[src/rtl/traffic_stim_gen.sv]
// Stimulus generator for a traffic-light FSM: reset pulse, LFSR-driven vehicle counts, pedestrian pulses, transition checker.
// Optional build macro STIM_TEST_MODE_EN: drives test_mode_o during the run and suppresses pedestrian pulses.
module traffic_stim_gen #(
    parameter int          NUM_APPROACH = 4,
    parameter int          COUNT_W      = 3,
    parameter int          RST_CYCLES   = 2,
    parameter int          PED_PERIOD   = 16,
    parameter int          RUN_CYCLES   = 1024,
    parameter logic [15:0] SEED         = 16'hACE1
) (
    input  logic                            clock_i,
    input  logic                            reset_n_i,
    input  logic                            enable_i,
    input  logic [NUM_APPROACH-1:0]         green_i,
    input  logic [15:0]                     transition_count_i,
    output logic                            fsm_reset_n_o,
    output logic [NUM_APPROACH*COUNT_W-1:0] vcount_o,
    output logic [1:0]                      ped_button_o,
    output logic                            test_mode_o,
    output logic                            done_o,
    output logic                            error_o
);

    localparam int RST_W = (RST_CYCLES > 1) ? $clog2(RST_CYCLES) : 1;
    localparam int PED_W = $clog2(PED_PERIOD);
    localparam int RUN_W = (RUN_CYCLES > 1) ? $clog2(RUN_CYCLES) : 1;
    localparam logic [RST_W-1:0]   RST_LAST = RST_W'(RST_CYCLES - 1);
    localparam logic [PED_W-1:0]   PED_LAST = PED_W'(PED_PERIOD - 1);
    localparam logic [RUN_W-1:0]   RUN_LAST = RUN_W'(RUN_CYCLES - 1);
    localparam logic [COUNT_W-1:0] CNT_MAX  = '1;

`ifdef STIM_TEST_MODE_EN
    localparam logic TEST_MODE = 1'b1;
`else
    localparam logic TEST_MODE = 1'b0;
`endif

    typedef enum logic [1:0] {IDLE, RST_PULSE, RUN, DONE} state_t;

    state_t                  state;
    logic [15:0]             lfsr;
    logic [RST_W-1:0]        rst_cnt;
    logic [RUN_W-1:0]        run_cnt;
    logic [PED_W-1:0]        ped_cnt;
    logic                    ped_ew;
    logic [15:0]             prev_tc;
    logic                    have_prev;
    logic [NUM_APPROACH-1:0] arrival;
    logic [15:0]             tc_delta;
    logic                    lfsr_fb;
    logic                    run_step;
    logic                    ped_fire;

    assign run_step = (state == RUN) && enable_i;
    assign lfsr_fb  = lfsr[15] ^ lfsr[13] ^ lfsr[12] ^ lfsr[10];
    // Modular difference makes 16'hFFFF -> 0 a legal +1 step and any decrease a huge delta.
    assign tc_delta = transition_count_i - prev_tc;
    assign ped_fire = run_step && (ped_cnt == PED_LAST);

    assign ped_button_o = (ped_fire && !TEST_MODE) ? (ped_ew ? 2'b10 : 2'b01) : 2'b00;

    always_comb begin
        arrival = '0;
        for (int k = 0; k < NUM_APPROACH; k++) begin
            arrival[k] = lfsr[k] & lfsr[k+8];
        end
    end

    always_ff @(posedge clock_i or negedge reset_n_i) begin
        if (!reset_n_i) begin
            state         <= IDLE;
            fsm_reset_n_o <= 1'b1;
            test_mode_o   <= 1'b0;
            done_o        <= 1'b0;
            error_o       <= 1'b0;
            lfsr          <= SEED;
            rst_cnt       <= '0;
            run_cnt       <= '0;
            ped_cnt       <= '0;
            ped_ew        <= 1'b0;
            prev_tc       <= '0;
            have_prev     <= 1'b0;
        end else begin
            case (state)
                IDLE: begin
                    if (enable_i) begin
                        state         <= RST_PULSE;
                        fsm_reset_n_o <= 1'b0;
                        test_mode_o   <= TEST_MODE;
                        rst_cnt       <= '0;
                    end
                end
                RST_PULSE: begin
                    if (rst_cnt == RST_LAST) begin
                        state         <= RUN;
                        fsm_reset_n_o <= 1'b1;
                    end else begin
                        rst_cnt <= rst_cnt + 1'b1;
                    end
                end
                RUN: begin
                    if (enable_i) begin
                        lfsr      <= {lfsr[14:0], lfsr_fb};
                        prev_tc   <= transition_count_i;
                        have_prev <= 1'b1;
                        if (have_prev && (tc_delta > 16'd1)) begin
                            error_o <= 1'b1;
                        end
                        if (ped_cnt == PED_LAST) begin
                            ped_cnt <= '0;
                            ped_ew  <= ~ped_ew;
                        end else begin
                            ped_cnt <= ped_cnt + 1'b1;
                        end
                        if (run_cnt == RUN_LAST) begin
                            state       <= DONE;
                            done_o      <= 1'b1;
                            test_mode_o <= 1'b0;
                        end else begin
                            run_cnt <= run_cnt + 1'b1;
                        end
                    end
                end
                DONE: begin
                end
                default: state <= IDLE;
            endcase
        end
    end

    // One saturating up/down counter per approach, only moving on enabled RUN clocks.
    for (genvar k = 0; k < NUM_APPROACH; k++) begin : g_count
        logic [COUNT_W-1:0] cnt;

        always_ff @(posedge clock_i or negedge reset_n_i) begin
            if (!reset_n_i) begin
                cnt <= '0;
            end else if (run_step) begin
                if (arrival[k] && !green_i[k] && (cnt != CNT_MAX)) begin
                    cnt <= cnt + 1'b1;
                end else if (green_i[k] && !arrival[k] && (cnt != '0)) begin
                    cnt <= cnt - 1'b1;
                end
            end
        end

        assign vcount_o[k*COUNT_W +: COUNT_W] = cnt;
    end

endmodule

[config.mk]
export PLATFORM = sky130hd
export DESIGN_NAME = traffic_stim_gen
export DESIGN_NICKNAME = d
export VERILOG_FILES = /design/src/rtl/traffic_stim_gen.sv
export SDC_FILE = /design/constraint.sdc
export NUM_CORES = 1
export LEC_CHECK = 0
export ABC_CLOCK_PERIOD_IN_PS = 2290
export CAP_MARGIN = 20
export CORE_MARGIN = 1.5
export CORE_UTILIZATION = 26
export DETAILED_ROUTE_END_ITERATION = 10
export HOLD_SLACK_MARGIN = 0.08
export PLACE_DENSITY = 0.41
export SETUP_SLACK_MARGIN = 0.4
export SLEW_MARGIN = 20
export SYNTH_ARGS = -nofsm -noshare
export SYNTH_HDL_FRONTEND = slang
export SYNTH_SLANG_ARGS = --single-unit
[constraint.sdc]
create_clock -name clock_i -period 2.29 [get_ports clock_i]
set_clock_uncertainty 0.2 [all_clocks]
set_input_delay 0.458 -clock clock_i [delete_from_list [all_inputs] [get_ports clock_i]]
set_output_delay 0.458 -clock clock_i [all_outputs]
set_load 0.1 [all_outputs]
## After elaboration in Yosys (flattened, before gate mapping)

Index checks and enable logic that the tools add are counted.
Widths: inputs -> output; s select.

- Add/sub/neg operators: 12
- Mux-type cells: 24
- Magnitude comparators: 1
- Bitwise logic cells: 9
- Equality and inequality tests: 12
- Reduce and logical (&&, ||, !) cells: 52

Operators by type and width:

| operator | count |
|---|---|
| $mux 3 | 8 |
| $logic_and 1x1->1 | 19 |
| $gt 16x1->1 const B | 1 |
| $sub 16x16->16 | 1 |
| $reduce_and 3->1 | 5 |
| $reduce_bool 3->1 | 5 |
| $add 3x1->3 const B | 4 |
| $mux 2 | 6 |
| $ne 3x3->1 const B | 4 |
| $reduce_and 2->1 | 6 |
| $reduce_bool 2->1 | 6 |
| $sub 3x1->3 const B | 4 |
| $add 10x1->10 const B | 1 |
| $eq 10x10->1 const B | 1 |
| $logic_not 1->1 | 8 |
| $ne 2x2->1 const B | 3 |
| $pmux 1 s2 | 3 |
| $pmux 2 s3 | 1 |
| $mux 1 | 5 |
| $reduce_and 5->1 | 1 |
| $add 4x1->4 const B | 1 |
| $and 1x1->1 | 4 |
| $eq 4x4->1 const B | 1 |
| $mux 4 | 1 |
| other kinds (8) | 11 |

- Output and inout port bits: 18
- Flip-flop bits (word level): 67
- Word-level logic and storage cells: 126
- Input bits: 23

## Longest topological paths before layout

Gate-level depths: netlist of the first run.

- Word-level depth: 6
- Depth in mapped cells: 10
- Depth with buffers taken out: 10

## Least setup slack after synthesis of the first run

OpenSTA, ideal clock, no wires.

- Kind: register -> output
- Start point: register state[0]
- End point: output ped_button_o[0]
- Arrival: 3164 ps
- Setup slack: -1532 ps
- Cell stages (with the launch flop): 7
- Data required time: 1632 ps
- Buffers on the path: 1
- Path through: dfrtp_1 > inv_1 > ha_1 > and2_1 > clkbuf_1 > nand2_1 > nor3_1

- Longest elaborated chain between the ends: 4

RTL lines:

| item | line | text |
|---|---|---|
| start, declared | 40 | `state_t state;` |
| start signal, assigned | 71 | `state <= IDLE;` |
| start signal, assigned | 87 | `state <= RST_PULSE;` |
| start signal, assigned | 95 | `state <= RUN;` |
| $eq 2x2->1 | 54 | `assign run_step = (state == RUN) && enable_i;` |
| $logic_and 1x1->1 | 54 |  |
| $logic_and 1x1->1 | 58 | `assign ped_fire = run_step && (ped_cnt == PED_LAST);` |
| $mux 2 | 60 | `assign ped_button_o = (ped_fire && !TEST_MODE) ? (ped_ew ? 2'b10 : 2'b01) : 2'b00;` |
| end, declared | 18 | `output logic [1:0] ped_button_o,` |

Every way passes these cells.

## Worst setup path in the final report of the first run

- Start point: input transition_count_i[11]
- End point: register error_o

- Longest elaborated chain between the ends: 4

RTL lines:

| item | line | text |
|---|---|---|
| start, declared | 15 | `input logic [15:0] transition_count_i,` |
| $sub 16x16->16 | 57 | `assign tc_delta = transition_count_i - prev_tc;` |
| $gt 16x1->1 | 106 | `if (have_prev && (tc_delta > 16'd1)) begin` |
| $logic_and 1x1->1 | 106 |  |
| $reduce_and 3->1 (no source line) | - |  |
| end signal, assigned | 75 | `error_o <= 1'b0;` |
| end signal, assigned | 107 | `error_o <= 1'b1;` |
| end, declared | 21 | `output logic error_o` |

Every way passes these cells.
A chain may end at the register's enable or synchronous reset.

==> results of run 1 <==
[critical path: stages]
cell and delay [ns]:
clkdlybuf4s50_1 0.43, ha_2 0.20, a2111o_1 0.42, a31oi_2 0.21, nor3_2 0.08, nor4_2 0.13
nand4_1 0.15, nor4_2 0.31, a31oi_1 0.12
[sequential cells by signal, indices dropped and copies added, names as in the netlist, 2 cells and up]
register,cells
lfsr,16
state,2
ped_cnt,4
g_count.cnt,12
prev_tc,16
run_cnt,10
[layout by cell type, fill, tap and decap left out, types with 4 or more instances in the layout]
cell,count
a21oi_2,5
a21o_1,5
o21ai_0,23
buf_12,6
xnor2_1,16
clkbuf_16,9
nand2_2,6
dfstp_2,9
nand2_1,83
inv_1,18
mux2_4,5
nand4_1,7
mux2i_1,6
a21oi_1,16
buf_4,93
dlygate4sd2_1,6
ha_4,9
fa_2,5
clkdlybuf4s50_1,11
nor2_1,12
dfrtp_1,45
a311o_1,4
xor2_1,16
dfrtp_4,11
nor3_1,4
ha_1,10
[layer usage]
layer	vias up	global-route usage, %
met4	0	4.19
met1	1556	15.9
met2	32	21.3
li1	1636	-
met5	-	0
met3	11	4.17
[power by group]
group / internal (uW) / switching [uW] / leakage (uW) / total (uW)
clock network: 868 / 529 / 0.000142 / 1400
registers: 1290 / 111 / 0.000795 / 1400
logic: 558 / 504 / 0.00168 / 1060
total: 2720 / 1140 / 0.00261 / 3860
[final cells by class]
cell class	instances	area (sq um)
fill	1475	8770
clock buffer	11	243
sequential	66	1710
clock inverter	5	55.1
tap	184	230
timing repair buffer	125	1080
inverter	20	75.1
multi-input combinational	303	2380
[how the worst max path moves through the flow]
stage / from / to / slack (ns) / depth (start not counted)
floorplan: transition_count_i[12] / error_o / -0.13 / 9
global placement: transition_count_i[0] / error_o / -0.80 / 10
detailed placement: transition_count_i[0] / error_o / -0.82 / 10
CTS: prev_tc[0] / error_o / -0.18 / 9
global route: prev_tc[0] / error_o / -0.29 / 10
finish: transition_count_i[11] / error_o / -0.21 / 9
[logic make-up after synthesis]
| kind of cell | after synthesis | share of synthesized area [%] |
|---|---|---|
| buffers and inverters | 34 | 4.22 |
| flip-flops | 66 | 43.1 |
| adder cells (fa/ha/maj) | 27 | 9.73 |
| AO/OA/AOI/OAI | 82 | 14.5 |
| other | 1 | 0.0972 |
| XOR/XNOR | 33 | 7.49 |
| AND/OR/NAND/NOR | 148 | 17.6 |
| multiplexers | 12 | 3.31 |
[stage by stage]
stage	instances	worst slack, ns
CTS	709	-0.177
global placement	666	-0.797
finish	714	-0.209
detailed placement	666	-0.824
global route	714	-0.291
floorplan	403	-0.134
[what timing repair did]
action / in CTS / in global routing
endpoints found under the setup margin: 16 / 21
hold buffers: 1 / 0
pin swaps: 29 / 16
buffers inserted: 26 / 5
hold endpoints to repair: 12 / 0
gates resized for setup: 40 / 25
==> impl_metrics.py, run 1 <==
metrics = {
    "synth": {
        "yosys_warnings": 0,
        "synth.largest_area_cell": "dfrtp_1",
        "ys_top_cells_by_count": "nand2_1, dfrtp_1, o21ai_0",
        "syn_inst": 403,
        "syn_nets": 453,
        "synth.most_common_cell": "nand2_1",
        "synth_area_sq_mm": 0.00386,
        "synthArstFlopShare_pct": 100,
        "synth_seq_area_share_pct": 43.1,
        "syn_area_per_cell_sq_um": 9.57,
        "netlist_top_cells_area": "dfrtp_1, nand2_1, ha_1, dfstp_2, xnor2_1",
        "yosys.area.top_type_share_pct": 37.0,
        "synth_ff_type": "dfrtp_1",
        "ys_ff_latch": 66,
        "yosys.cell_types.count": 60,
        "synth_edf_count": 0,
    },
    "routing": {
        "wirelength_microns": 9370,
        "wl_met1_microns": 4400,
        "top_layer": "met4",
        "drc_errors": 0,
        "ant_nets": 0,
        "firstDrtPassIters": 4,
        "drt_iter0_drc": 98,
        "drt-wirelength-per-cell_microns": 13.1,
        "met3WireLength_microns": 300,
        "wl_met2_microns": 4540,
        "viasPerCell": 4.53,
        "vias": 3235,
    },
    "worst_setup_path": {
        "r2r_start": "prev_tc[0]",
        "crit_fanout": 2,
        "critPathArrivalTime_ns": 2.51,
        "cp-start-kind": "primary input",
        "r2r_cells": 9,
        "worst-setup-path-type": "primary input to register",
        "reg2reg_to": "error_o",
        "end_kind": "register",
        "reg2reg_slack_ns": -0.20,
        "required_ns": 2.30,
    },
    "power_and_ir_drop": {
        "power-per-cell-area_mw_per_mm2": 671,
        "p_leak_uw": 0.00261,
        "p_total_uw": 3860,
        "ir_drop_mv": 0.351,
    },
    "global_routing": {
        "gr-total-overflow": 0,
        "grt_max_degree": 45,
        "antenna_found_initial": 0,
        "grt_pass1_wl_microns": 16200,
        "grt_pass1_vias": 3413,
        "track_usage_pct": 12.9,
    },
    "run_status": {
        "outcome": "finished, violations left",
        "violations": "negative setup slack",
    },
    "placement": {
        "portBuffers": 39,
        "hpwl_microns": 6470,
        "gp_congestion": 0.832,
        "place_area_sq_mm": 0.00495,
    },
    "hold_path": {
        "worstHoldPathType": "primary input to register",
        "hold_start": "transition_count_i[6]",
        "hold_end": "prev_tc[6]",
        "min_path_cells": 3,
    },
    "clock_network": {
        "path_clk_slew_ns": 0.06,
        "h-tree-depth": 3,
        "cts-root-buf": "clkbuf_16",
        "cts_sinks": 66,
        "numCtsBuffers": 9,
        "cts_tree": "done",
        "cts.path.max_buffers": 2,
        "insertion_delay_ns": 0.34,
    },
    "floorplanning": {
        "dieHeight_microns": 125,
        "initial_core_util_pct": 26.5,
        "die_area_sq_mm": 0.0156,
        "core_sq_mm": 0.0145,
        "rows": 44,
        "io_pins": 41,
        "die_w_microns": 125,
    },
    "sta": {
        "whs_ns": 0.227,
        "worst_slack_ns": -0.209,
        "rsz0062_at_grt": "yes",
        "period_share_pct": 109,
        "fmax_ghz": 0.400,
        "finalSetupViolCount": 1,
        "hold_viol_final": 0,
        "tns_ns": -0.209,
        "slew_viol_final": 0,
        "period_needed_ns": 2.50,
    },
    "final_layout": {
        "finalCoreUtilization_pct": 39.7,
        "antennaDiodeCount": 0,
        "drive_gt1_share_pct": 39.4,
        "synthToLayoutAreaGrowth_pct": 49.4,
        "nNetsFinal": 575,
        "final_area_sq_mm": 0.00576,
    },
    "flow_run": {
        "max_cap_violations": 0,
    },
}
(Power assumes the default switching activity.)
==> run 2: changes to the inputs <==
--- a/config.mk
+++ b/config.mk
@@ -5,7 +5,6 @@
 export SDC_FILE = /design/constraint.sdc
 export NUM_CORES = 1
 export LEC_CHECK = 0
-export ABC_CLOCK_PERIOD_IN_PS = 2290
 export CAP_MARGIN = 20
 export CORE_MARGIN = 1.5
 export CORE_UTILIZATION = 26
==> constraint.sdc (replaced) <==
create_clock -name clock_i -period 2.29 [get_ports clock_i]
set_clock_uncertainty 0.2 [all_clocks]
set_input_delay 0.3435 -clock clock_i [delete_from_list [all_inputs] [get_ports clock_i]]
set_output_delay 0.3435 -clock clock_i [all_outputs]
set_load 0.1 [all_outputs]
==> impl_metrics.py, run 2 (synthesis results as in run 1) <==
metrics = {
    "final_layout": {
        "finalCoreUtilization_pct": 39.5,
        "layout_common_cells": "buf_4, nand2_1, dfrtp_1",
        "final_common_cell": "buf_4",
        "top_regs": "lfsr (16), prev_tc (16), g_count.cnt (12)",
        "num-fill-cells": 1492,
        "seqCellArea_sq_mm": 0.00171,
        "nNetsFinal": 573,
        "antennaDiodeCount": 0,
        "drive_gt1_share_pct": 37.3,
        "multiInputGateArea_sq_mm": 0.00233,
        "synthToLayoutAreaGrowth_pct": 49.1,
    },
    "power_and_ir_drop": {
        "p_total_uw": 4000,
        "p_leak_uw": 0.00258,
        "power-per-cell-area_mw_per_mm2": 696,
        "ir_drop_mv": 0.376,
    },
    "global_routing": {
        "grt_pass1_vias": 3433,
        "track_usage_pct": 12.9,
        "gr-total-overflow": 0,
        "grt_pass1_wl_microns": 16100,
        "grt_max_degree": 52,
        "antenna_found_initial": 0,
    },
    "clock_network": {
        "cts.path.max_buffers": 2,
        "h-tree-depth": 3,
        "insertion_delay_ns": 0.34,
        "cts_sinks": 66,
        "numCtsBuffers": 9,
        "path_clk_slew_ns": 0.06,
        "cts-root-buf": "clkbuf_16",
        "cts_tree": "done",
    },
    "worst_setup_path": {
        "worst-setup-path-type": "register to register",
        "required_ns": 2.31,
        "cp-start-kind": "register",
        "critPathArrivalTime_ns": 2.50,
        "end_kind": "register",
        "crit_fanout": 3,
    },
    "floorplanning": {
        "die_area_sq_mm": 0.0156,
        "die_w_microns": 125,
        "dieHeight_microns": 125,
        "io_pins": 41,
        "core_sq_mm": 0.0145,
        "rows": 44,
        "initial_core_util_pct": 26.5,
    },
    "routing": {
        "ant_nets": 0,
        "firstDrtPassIters": 4,
        "drt_iter0_drc": 149,
        "drc_errors": 0,
        "viasPerCell": 4.63,
        "vias": 3296,
        "drt-wirelength-per-cell_microns": 13.8,
        "wirelength_microns": 9810,
    },
    "run_status": {
        "violations": "negative setup slack",
        "outcome": "finished, violations left",
    },
    "sta": {
        "period_share_pct": 108,
        "period_needed_ns": 2.48,
        "finalSetupViolCount": 1,
        "worst_slack_ns": -0.192,
        "rsz0062_at_grt": "yes",
        "fmax_ghz": 0.403,
        "slew_viol_final": 0,
        "hold_viol_final": 0,
    },
    "placement": {
        "hpwl_microns": 6300,
        "portBuffers": 39,
        "gp_congestion": 0.826,
    },
    "flow_run": {
        "max_cap_violations": 0,
    },
    "hold_path": {
        "worstHoldPathType": "primary input to register",
    },
}
==> run 2: through the flow <==
stage	hold WS, ns	instances	setup slack (ns)	setup TNS (ns)	instance area [sq um]
2_1_floorplan	-0.152	403	-0.0450	-0.0450	3990
3_3_place_gp	0.123	653	-0.738	-0.738	4820
3_5_place_dp	0.124	653	-0.749	-0.749	4820
4_1_cts	0.243	700	-0.174	-0.174	5510
5_1_grt	0.271	712	-0.291	-0.291	5750
6_report	0.248	712	-0.192	-0.192	5750
==> run 2: power by group <==
part,internal [uW],total (uW),switching [uW],leakage [uW]
Combinational,558,1080,518,0.00164
Sequential,1290,1400,111,0.000795
Clock,984,1520,535,0.000149
Total,2840,4000,1160,0.00258
==> run 2: layout make-up <==
type,instances,area share [%]
multi-input combinational,303,40.5
sequential,66,29.7
timing repair buffer,123,18.9
clock buffer,12,4.29
tap,184,4.01
clock inverter,4,1.31
inverter,20,1.31
==> run 2: path summary, 6_finish.rpt <==
kind	start	to	slack, ns	cells past startpoint
setup / recovery	prev_tc[0]	error_o	-0.19	9
setup reg to reg	prev_tc[0]	error_o	-0.19	9
max in group asynchronous	reset_n_i	fsm_reset_n_o	0.94	3
hold reg to reg	lfsr[5]	lfsr[6]	0.25	2
min in group asynchronous	reset_n_i	error_o	0.28	2
hold / removal	transition_count_i[2]	prev_tc[2]	0.25	3
==> run 2: worst max-delay path, stage by stage (launching register included) <==
cell	delay [ns]
dfrtp_1	0.41
ha_4	0.18
fa_2	0.36
nor2b_2	0.17
o2111ai_2	0.14
a31oi_2	0.25
xnor2_1	0.18
o31ai_2	0.12
nor4_2	0.24
a31oi_1	0.11
==> run 2: timing repair <==
item                       CTS  global route
buffers inserted            29            12
cloned                       1             0
hold endpoints to repair    15             0
resized for setup           29            32
pin swaps                   21            20
setup endpoints to repair   16            19
hold buffers                 1             0
==> run 2: per-layer routing <==
metal	track usage (%)	wire length, microns	share of wire [%]	vias up
met4	5.00	176	1.8	0
met5	0	0	0	-
met1	14.9	4300	44	1607
li1	-	-	-	1631
met3	4.34	317	3.2	14
met2	22.1	5020	51	44
